$ cat src/rtl/fwd_hazard_unit_if.sv
// ID/EX bypass bus: ID instruction fields, EX/MEM result feedback,
// and the registered EX operands plus the regfile write port.
interface fwd_hazard_unit_if #(
  parameter int XLEN = 32,
  parameter int AW   = 5
);
  logic            id_valid;
  logic [AW-1:0]   id_rs1;
  logic [AW-1:0]   id_rs2;
  logic [XLEN-1:0] id_rs1_val;
  logic [XLEN-1:0] id_rs2_val;
  logic [XLEN-1:0] id_pc;
  logic [XLEN-1:0] id_imm;
  logic            id_a_pc;
  logic            id_b_imm;
  logic            id_brun;
  logic [AW-1:0]   id_rd;
  logic            id_we;
  logic            id_is_load;
  logic            flush;
  logic [XLEN-1:0] ex_result;
  logic [XLEN-1:0] mem_rdata;

  logic            stall;
  logic            ex_valid;
  logic [XLEN-1:0] ex_op_a;
  logic [XLEN-1:0] ex_op_b;
  logic [XLEN-1:0] ex_store_data;
  logic            ex_breq;
  logic            ex_brlt;
  logic            wb_we;
  logic [AW-1:0]   wb_rd;
  logic [XLEN-1:0] wb_data;

  // Pipeline side: presents ID instructions and result feedback
  modport master (
    output id_valid, id_rs1, id_rs2, id_rs1_val, id_rs2_val, id_pc, id_imm,
           id_a_pc, id_b_imm, id_brun, id_rd, id_we, id_is_load, flush,
           ex_result, mem_rdata,
    input  stall, ex_valid, ex_op_a, ex_op_b, ex_store_data, ex_breq, ex_brlt,
           wb_we, wb_rd, wb_data
  );

  // Bypass/hazard unit side
  modport slave (
    input  id_valid, id_rs1, id_rs2, id_rs1_val, id_rs2_val, id_pc, id_imm,
           id_a_pc, id_b_imm, id_brun, id_rd, id_we, id_is_load, flush,
           ex_result, mem_rdata,
    output stall, ex_valid, ex_op_a, ex_op_b, ex_store_data, ex_breq, ex_brlt,
           wb_we, wb_rd, wb_data
  );
endinterface

$ cat src/rtl/fwd_hazard_unit.sv
// Operand bypass and load-use hazard unit between ID and EX.
// Tracks DEPTH in-flight writers (entry0=EX .. entry[DEPTH-1]=WB), forwards
// the youngest ready result per source, stalls on not-yet-ready loads,
// registers EX operands/branch flags and drives the regfile write port.
module fwd_hazard_unit #(
  parameter int XLEN     = 32,
  parameter int AW       = 5,
  parameter int DEPTH    = 3,
  parameter int LOAD_LAT = 1
) (
  input  logic                 clk,
  input  logic                 rst,
  fwd_hazard_unit_if.slave     bus
);

  // In-flight window; data holds the resolved value once known
  logic            r_we   [DEPTH];
  logic [AW-1:0]   r_rd   [DEPTH];
  logic            r_ld   [DEPTH];
  logic [XLEN-1:0] r_data [DEPTH];

  logic [XLEN-1:0] w_res  [DEPTH];
  logic            w_rdy  [DEPTH];

  logic [XLEN-1:0] w_fwd1, w_fwd2;
  logic            w_hit1, w_hit2;
  logic            w_haz1, w_haz2;
  logic            w_stall;
  logic            w_accept;

  // EX stage registers
  logic            r_vld_p1;
  logic [XLEN-1:0] r_op_a_p1;
  logic [XLEN-1:0] r_op_b_p1;
  logic [XLEN-1:0] r_sdata_p1;
  logic            r_breq_p1;
  logic            r_brlt_p1;

  function automatic logic br_lt(input logic [XLEN-1:0] a,
                                 input logic [XLEN-1:0] b,
                                 input logic            uns);
    logic signed [XLEN-1:0] sa;
    logic signed [XLEN-1:0] sb;
    sa = a;
    sb = b;
    return uns ? (a < b) : (sa < sb);
  endfunction

  // Resolve each entry's value this cycle and whether it may be forwarded
  always_comb begin
    for (int k = 0; k < DEPTH; k++) begin
      w_rdy[k] = !r_ld[k] || (k >= LOAD_LAT);
      if (k == 0 && !r_ld[k])
        w_res[k] = bus.ex_result;
      else if (k == LOAD_LAT && r_ld[k])
        w_res[k] = bus.mem_rdata;
      else
        w_res[k] = r_data[k];
    end
  end

  // Youngest-match scan for both sources; x0 always reads zero
  always_comb begin
    w_fwd1 = bus.id_rs1_val;
    w_fwd2 = bus.id_rs2_val;
    w_hit1 = 1'b0;
    w_hit2 = 1'b0;
    w_haz1 = 1'b0;
    w_haz2 = 1'b0;
    for (int k = 0; k < DEPTH; k++) begin
      if (!w_hit1 && r_we[k] && (r_rd[k] == bus.id_rs1)) begin
        w_hit1 = 1'b1;
        w_fwd1 = w_res[k];
        w_haz1 = !w_rdy[k];
      end
      if (!w_hit2 && r_we[k] && (r_rd[k] == bus.id_rs2)) begin
        w_hit2 = 1'b1;
        w_fwd2 = w_res[k];
        w_haz2 = !w_rdy[k];
      end
    end
    if (bus.id_rs1 == '0) begin
      w_fwd1 = '0;
      w_haz1 = 1'b0;
    end
    if (bus.id_rs2 == '0) begin
      w_fwd2 = '0;
      w_haz2 = 1'b0;
    end
  end

  // Flush wins over stall; only a surviving, hazard-free instruction enters EX
  always_comb begin
    w_stall  = bus.id_valid && !bus.flush && (w_haz1 || w_haz2);
    w_accept = bus.id_valid && !bus.flush && !w_stall;
  end

  // ---- ID -> window: shift every cycle, entry0 gets instruction or bubble
  always_ff @(posedge clk or negedge rst) begin
    if (!rst) begin
      for (int k = 0; k < DEPTH; k++) begin
        r_we[k]   <= 1'b0;
        r_rd[k]   <= '0;
        r_ld[k]   <= 1'b0;
        r_data[k] <= '0;
      end
    end else begin
      r_we[0]   <= w_accept && bus.id_we;
      r_rd[0]   <= w_accept ? bus.id_rd : '0;
      r_ld[0]   <= w_accept && bus.id_is_load;
      r_data[0] <= '0;
      for (int k = 1; k < DEPTH; k++) begin
        r_we[k]   <= r_we[k-1];
        r_rd[k]   <= r_rd[k-1];
        r_ld[k]   <= r_ld[k-1];
        r_data[k] <= w_res[k-1];
      end
    end
  end

  // ---- ID -> EX: operands and branch flags hold during bubbles
  always_ff @(posedge clk or negedge rst) begin
    if (!rst) begin
      r_vld_p1   <= 1'b0;
      r_op_a_p1  <= '0;
      r_op_b_p1  <= '0;
      r_sdata_p1 <= '0;
      r_breq_p1  <= 1'b0;
      r_brlt_p1  <= 1'b0;
    end else begin
      r_vld_p1 <= w_accept;
      if (w_accept) begin
        r_op_a_p1  <= bus.id_a_pc  ? bus.id_pc  : w_fwd1;
        r_op_b_p1  <= bus.id_b_imm ? bus.id_imm : w_fwd2;
        r_sdata_p1 <= w_fwd2;
        r_breq_p1  <= (w_fwd1 == w_fwd2);
        r_brlt_p1  <= br_lt(w_fwd1, w_fwd2, bus.id_brun);
      end
    end
  end

  assign bus.stall         = w_stall;
  assign bus.ex_valid      = r_vld_p1;
  assign bus.ex_op_a       = r_op_a_p1;
  assign bus.ex_op_b       = r_op_b_p1;
  assign bus.ex_store_data = r_sdata_p1;
  assign bus.ex_breq       = r_breq_p1;
  assign bus.ex_brlt       = r_brlt_p1;

  // Oldest entry retires into the regfile; x0 writes are suppressed
  assign bus.wb_we   = r_we[DEPTH-1] && (r_rd[DEPTH-1] != '0);
  assign bus.wb_rd   = r_rd[DEPTH-1];
  assign bus.wb_data = w_res[DEPTH-1];

endmodule

$ cat src/flat_wrapper.sv
// flat-port wrapper written by rule: the top's interface ports become plain ports
module fwd_hazard_unit_flat 
#(
  parameter int XLEN     = 32,
  parameter int AW       = 5,
  parameter int DEPTH    = 3,
  parameter int LOAD_LAT = 1
)
  (clk, rst, bus_id_valid, bus_id_rs1, bus_id_rs2, bus_id_rs1_val, bus_id_rs2_val, bus_id_pc, bus_id_imm, bus_id_a_pc, bus_id_b_imm, bus_id_brun, bus_id_rd, bus_id_we, bus_id_is_load, bus_flush, bus_ex_result, bus_mem_rdata, bus_stall, bus_ex_valid, bus_ex_op_a, bus_ex_op_b, bus_ex_store_data, bus_ex_breq, bus_ex_brlt, bus_wb_we, bus_wb_rd, bus_wb_data);
  fwd_hazard_unit_if #(.XLEN(XLEN), .AW(AW)) bus_i ();
  input  logic clk;
  input  logic rst;
  input wire logic [$bits(bus_i.id_valid)-1:0] bus_id_valid;
  input wire logic [$bits(bus_i.id_rs1)-1:0] bus_id_rs1;
  input wire logic [$bits(bus_i.id_rs2)-1:0] bus_id_rs2;
  input wire logic [$bits(bus_i.id_rs1_val)-1:0] bus_id_rs1_val;
  input wire logic [$bits(bus_i.id_rs2_val)-1:0] bus_id_rs2_val;
  input wire logic [$bits(bus_i.id_pc)-1:0] bus_id_pc;
  input wire logic [$bits(bus_i.id_imm)-1:0] bus_id_imm;
  input wire logic [$bits(bus_i.id_a_pc)-1:0] bus_id_a_pc;
  input wire logic [$bits(bus_i.id_b_imm)-1:0] bus_id_b_imm;
  input wire logic [$bits(bus_i.id_brun)-1:0] bus_id_brun;
  input wire logic [$bits(bus_i.id_rd)-1:0] bus_id_rd;
  input wire logic [$bits(bus_i.id_we)-1:0] bus_id_we;
  input wire logic [$bits(bus_i.id_is_load)-1:0] bus_id_is_load;
  input wire logic [$bits(bus_i.flush)-1:0] bus_flush;
  input wire logic [$bits(bus_i.ex_result)-1:0] bus_ex_result;
  input wire logic [$bits(bus_i.mem_rdata)-1:0] bus_mem_rdata;
  output wire logic [$bits(bus_i.stall)-1:0] bus_stall;
  output wire logic [$bits(bus_i.ex_valid)-1:0] bus_ex_valid;
  output wire logic [$bits(bus_i.ex_op_a)-1:0] bus_ex_op_a;
  output wire logic [$bits(bus_i.ex_op_b)-1:0] bus_ex_op_b;
  output wire logic [$bits(bus_i.ex_store_data)-1:0] bus_ex_store_data;
  output wire logic [$bits(bus_i.ex_breq)-1:0] bus_ex_breq;
  output wire logic [$bits(bus_i.ex_brlt)-1:0] bus_ex_brlt;
  output wire logic [$bits(bus_i.wb_we)-1:0] bus_wb_we;
  output wire logic [$bits(bus_i.wb_rd)-1:0] bus_wb_rd;
  output wire logic [$bits(bus_i.wb_data)-1:0] bus_wb_data;
  assign bus_i.id_valid = bus_id_valid;
  assign bus_i.id_rs1 = bus_id_rs1;
  assign bus_i.id_rs2 = bus_id_rs2;
  assign bus_i.id_rs1_val = bus_id_rs1_val;
  assign bus_i.id_rs2_val = bus_id_rs2_val;
  assign bus_i.id_pc = bus_id_pc;
  assign bus_i.id_imm = bus_id_imm;
  assign bus_i.id_a_pc = bus_id_a_pc;
  assign bus_i.id_b_imm = bus_id_b_imm;
  assign bus_i.id_brun = bus_id_brun;
  assign bus_i.id_rd = bus_id_rd;
  assign bus_i.id_we = bus_id_we;
  assign bus_i.id_is_load = bus_id_is_load;
  assign bus_i.flush = bus_flush;
  assign bus_i.ex_result = bus_ex_result;
  assign bus_i.mem_rdata = bus_mem_rdata;
  assign bus_stall = bus_i.stall;
  assign bus_ex_valid = bus_i.ex_valid;
  assign bus_ex_op_a = bus_i.ex_op_a;
  assign bus_ex_op_b = bus_i.ex_op_b;
  assign bus_ex_store_data = bus_i.ex_store_data;
  assign bus_ex_breq = bus_i.ex_breq;
  assign bus_ex_brlt = bus_i.ex_brlt;
  assign bus_wb_we = bus_i.wb_we;
  assign bus_wb_rd = bus_i.wb_rd;
  assign bus_wb_data = bus_i.wb_data;
  fwd_hazard_unit #(.XLEN(XLEN), .AW(AW), .DEPTH(DEPTH), .LOAD_LAT(LOAD_LAT)) u_core (.clk(clk), .rst(rst), .bus(bus_i));
endmodule
$ cat config.mk
export PLATFORM = sky130hd
export DESIGN_NAME = fwd_hazard_unit_flat
export DESIGN_NICKNAME = d
export VERILOG_FILES = /design/src/rtl/fwd_hazard_unit_if.sv /design/src/rtl/fwd_hazard_unit.sv /design/src/flat_wrapper.sv
export SDC_FILE = /design/constraint.sdc
export NUM_CORES = 1
export LEC_CHECK = 0
export CAP_MARGIN = 5
export CORE_MARGIN = 3
export CORE_UTILIZATION = 51
export CTS_BUF_LIST = sky130_fd_sc_hd__clkbuf_4 sky130_fd_sc_hd__clkbuf_8 sky130_fd_sc_hd__clkbuf_16
export CTS_CLUSTER_DIAMETER = 150
export DETAILED_ROUTE_END_ITERATION = 12
export GPL_TIMING_DRIVEN = 0
export PLACE_DENSITY = 0.87
export SLEW_MARGIN = 30
export SYNTH_ARGS = -nofsm -noshare
export SYNTH_HDL_FRONTEND = slang
export SYNTH_SLANG_ARGS = --single-unit
$ cat constraint.sdc
create_clock -name clk -period 6.2 [get_ports clk]
set_input_delay 1.24 -clock clk [delete_from_list [all_inputs] [get_ports clk]]
set_output_delay 1.24 -clock clk [all_outputs]
set_load 0.005 [all_outputs]
==> results.tsv <==
metric	value	unit
outcome	finished clean	
Mapped Avg Cell Area	9.37	um2
Fin. Hold Viols	0	
Routed wire per std cell	25.9	um
Max-Cap Viols	0	
largest area contributor in the netlist	dfrtp_1	
sequential cell area fraction in the yosys report	0.427	
FMAX	169	MHz
min-delay src	u_core.r_rd[5]	
H-tree lvl count	4	
starting density of the core	0.525	
EDFF count, synth	0	
Crit path arrival time	6.26	ns
Routability Congestion	0.976	
Critical Path Slowest Stage Cell	a221oi_2	
Unique masters post-synth	63	
PwrDens	223	nW/um2
power share of the clock group	0.327	
core footprint	20400	um2
dpl cells	1770	
fin cells	1803	
ys flop type	dfrtp_1	
clock sink total	183	
Antenna Cells	0	
number of global-route vias before repair	11600	
Rel. slew slack	0.404	
Post-Syn Area	10700	um2
clk buf depth	2	
final worst-path cycle share	0.957	
global route overflow	0	
Routed WL	46.7	mm
clk_skew	0.0119	ns
Resized Gates After CTS	0	
Synth Register Bits	183	
Fin Setup TNS	0	ns
Post-CTS Setup Inserts	0	
# IOs	354	
total CTS buffers	17	
row count	52	
critical path class	in -> reg	
min cycle time layout	5.93	ns
Yosys Warn Count	0	
Setup crit start	bus_id_rs2[3]	
DR pass1 iterations	7	
Residual DRC	0	
antenna violations before repair	0	
sequential group share of total power	0.410	
reg2reg start	u_core.r_rd[6]	
type of the tightest min-delay check	reg -> reg	
Initial DRC Count	1316	
die width	151	um
crit path max fanout	10	
NetSw	1.05	mW
fin nets	1768	
hold_buf cts	0	
Critical Path RT	6.53	ns
final count of pins violating max slew	0	
die area	22800	um2
Setup crit start kind	input port	
synth top area cells	dfrtp_1, o21ai_0, ha_1	
Root Buffer	clkbuf_16	
CP Cell Sequence	clkdlybuf4s50_1 > xnor2_1 > nand4_1 > or2_2 > clkbuf_1 > clkbuf_1 > a31o_2 > a221oi_2 > or2_2 > ha_1 > and3_1 > a221o_1 > a221oi_1 > o21ai_0 > o211a_1 > a211o_1	
Routed Antenna Nets	0	
area grow syn2layout	42.6	%
first-pass GRT wire length	69.2	mm
largest net degree at the start of global routing	86	
Logic pwr share	0.263	
worst r2r path cells	15	
Skew-Pair Late Insertion Delay	0.45	ns
synthesized instance count	1144	
P_int	2.37	mW
Final Setup Violations	0	
aggregate global-route resource usage	0.405	
Crit path largest cell delay	0.70	ns
HPWL after DPL	35.4	mm
DR vias	11600	
reg2reg end	u_core.bus.ex_brlt	
share of layout cells above drive strength 1	0.131	
Final Util	0.748	
Die Ht	151	um
Mapped Nets	1392	
clk slew on worst S/H paths	0.08	ns
FF-to-FF setup slack	1.21	ns
Static Leakage	6.43	nW
CTS tree	built	
# port buffers	351	
Endpoint, Worst Hold	u_core.bus.wb_rd[0]	
Slew @ Worst Pin	0.894	ns
Synth async-reset ratio	1.00	
top cell type's share of synthesized area	0.427	
maximum vdd drop	0.196	mV
Setup crit end kind	flip-flop	
Via density	6.42	
RSZ-0062 raised after global routing	no	
Sw Share	0.307	
Min-Delay Path Depth	0	
-- flip-flops by register name, indices dropped and copies added, names as in the netlist --
signal                    count
u_core.bus.ex_op_a           32
u_core.bus.ex_op_b           32
u_core.bus.ex_store_data     32
u_core.bus.wb_data           32
u_core.r_data                32
u_core.r_rd                  10
u_core.bus.wb_rd              5
u_core.r_we                   3
u_core.r_ld                   2
u_core.bus.ex_breq            1
u_core.bus.ex_brlt            1
u_core.bus.ex_valid           1
-- layout by cell type (no fill, tap or decap), types with 7 or more instances in the layout --
cell and instances:
a211oi_1 11, a21oi_1 74, a221o_1 11, a221oi_1 11, a22o_1 10, a22oi_1 11, a2bb2oi_1 21, a31o_2 22
and2_1 8, and3_1 33, buf_2 24, buf_4 40, clkbuf_1 60, clkbuf_16 17, clkdlybuf4s50_1 350, dfrtp_1 183
ha_1 32, inv_1 30, mux2_2 29, mux2i_1 11, nand2_1 53, nand3_1 18, nand4_1 7, nor2_1 91
nor2b_1 34, nor3_1 16, nor3b_1 33, o211ai_1 12, o21ai_0 82, o221ai_1 10, o22ai_1 56, or2_2 23
xnor2_1 17, xor2_1 12
-- synth_stat cells, types with 12 or more instances --
| cell | count |
|---|---|
| o21ai_0 | 82 |
| buf_4 | 40 |
| and3_1 | 33 |
| xor2_1 | 12 |
| xnor2_1 | 17 |
| buf_2 | 23 |
| nand2_1 | 53 |
| nor2_1 | 92 |
| nor3_1 | 16 |
| nor2b_1 | 34 |
| a21oi_1 | 74 |
| or2_2 | 23 |
| o211ai_1 | 12 |
| a2bb2oi_1 | 21 |
| a211oi_1 | 13 |
| ha_1 | 32 |
| dfrtp_1 | 183 |
| o22ai_1 | 56 |
| clkbuf_1 | 60 |
| nand3_1 | 18 |
| a31o_2 | 22 |
| mux2_2 | 29 |
| a221oi_1 | 13 |
| nor3b_1 | 33 |
| inv_1 | 30 |
-- power by group through the flow --
stage          logic [mW]  registers (mW)  clock network (mW)
2_1_floorplan       0.338            1.41                   0
3_3_place_gp        0.851            1.42                   0
3_5_place_dp        0.874            1.42                   0
4_1_cts             0.884            1.40                1.11
5_1_grt             0.954            1.41                1.16
6_report            0.897            1.40                1.12
-- worst max-delay path, delay by kind of cell --
family / cells / cell delay, ns
AOI/OAI and AO/OA: 7 / 2.37
xor gates and xnor gates: 1 / 0.15
adders and majority gates: 1 / 0.24
buffers and inverters: 3 / 1.11
and+or+nand+nor: 4 / 1.16
-- layer usage --
metal / vias up / part of all wire / wire [um] / track usage
met2: 923 / 0.45 / 20900 / 0.633
met1: 5554 / 0.36 / 16700 / 0.505
met4: 0 / 0.074 / 3460 / 0.243
met3: 214 / 0.12 / 5700 / 0.108
met5: - / 0 / 0 / 0
li1: 4890 / - / - / -
-- kinds of logic after synthesis --
logic type | share of synthesized area
muxes | 0.0439
xor gates and xnor gates | 0.0252
DFF | 0.427
buffers and inverters | 0.0746
and+or+nand+nor | 0.167
adders and majority gates | 0.0374
AOI/OAI and AO/OA | 0.225
-- worst max path at each step --
stage                            endpoint  slack [ns]  cells past startpoint
floorplan              u_core.bus.ex_brlt        1.54                     15
detailed placement     u_core.bus.ex_brlt       -0.20                     15
CTS                    u_core.bus.ex_brlt        0.12                     15
global route           u_core.bus.ex_brlt        0.17                     16
global placement    u_core.bus.ex_op_a[7]       -3.72                      1
finish                 u_core.bus.ex_brlt        0.27                     16
-- through the flow --
step	area (um2)	hold slack (ns)	setup WS, ns	power, mW
detailed placement	14700	0.419	-0.202	2.29
global placement	14600	0.399	-3.72	2.27
floorplan	10700	0.386	1.54	1.75
CTS	15300	0.439	0.116	3.39
finish	15300	0.452	0.269	3.41
global route	15300	0.452	0.171	3.52
-- cell type report --
class / instances / area (um2)
clock buffer: 18 / 439
clock inverter: 14 / 158
buffer: 129 / 679
tap: 270 / 338
inverter: 32 / 120
multi-input combinational: 800 / 5370
fill: 1533 / 5150
sequential: 183 / 4580
timing repair buffer: 357 / 3600
No activity file was read; power rests on OpenSTA's default activity.
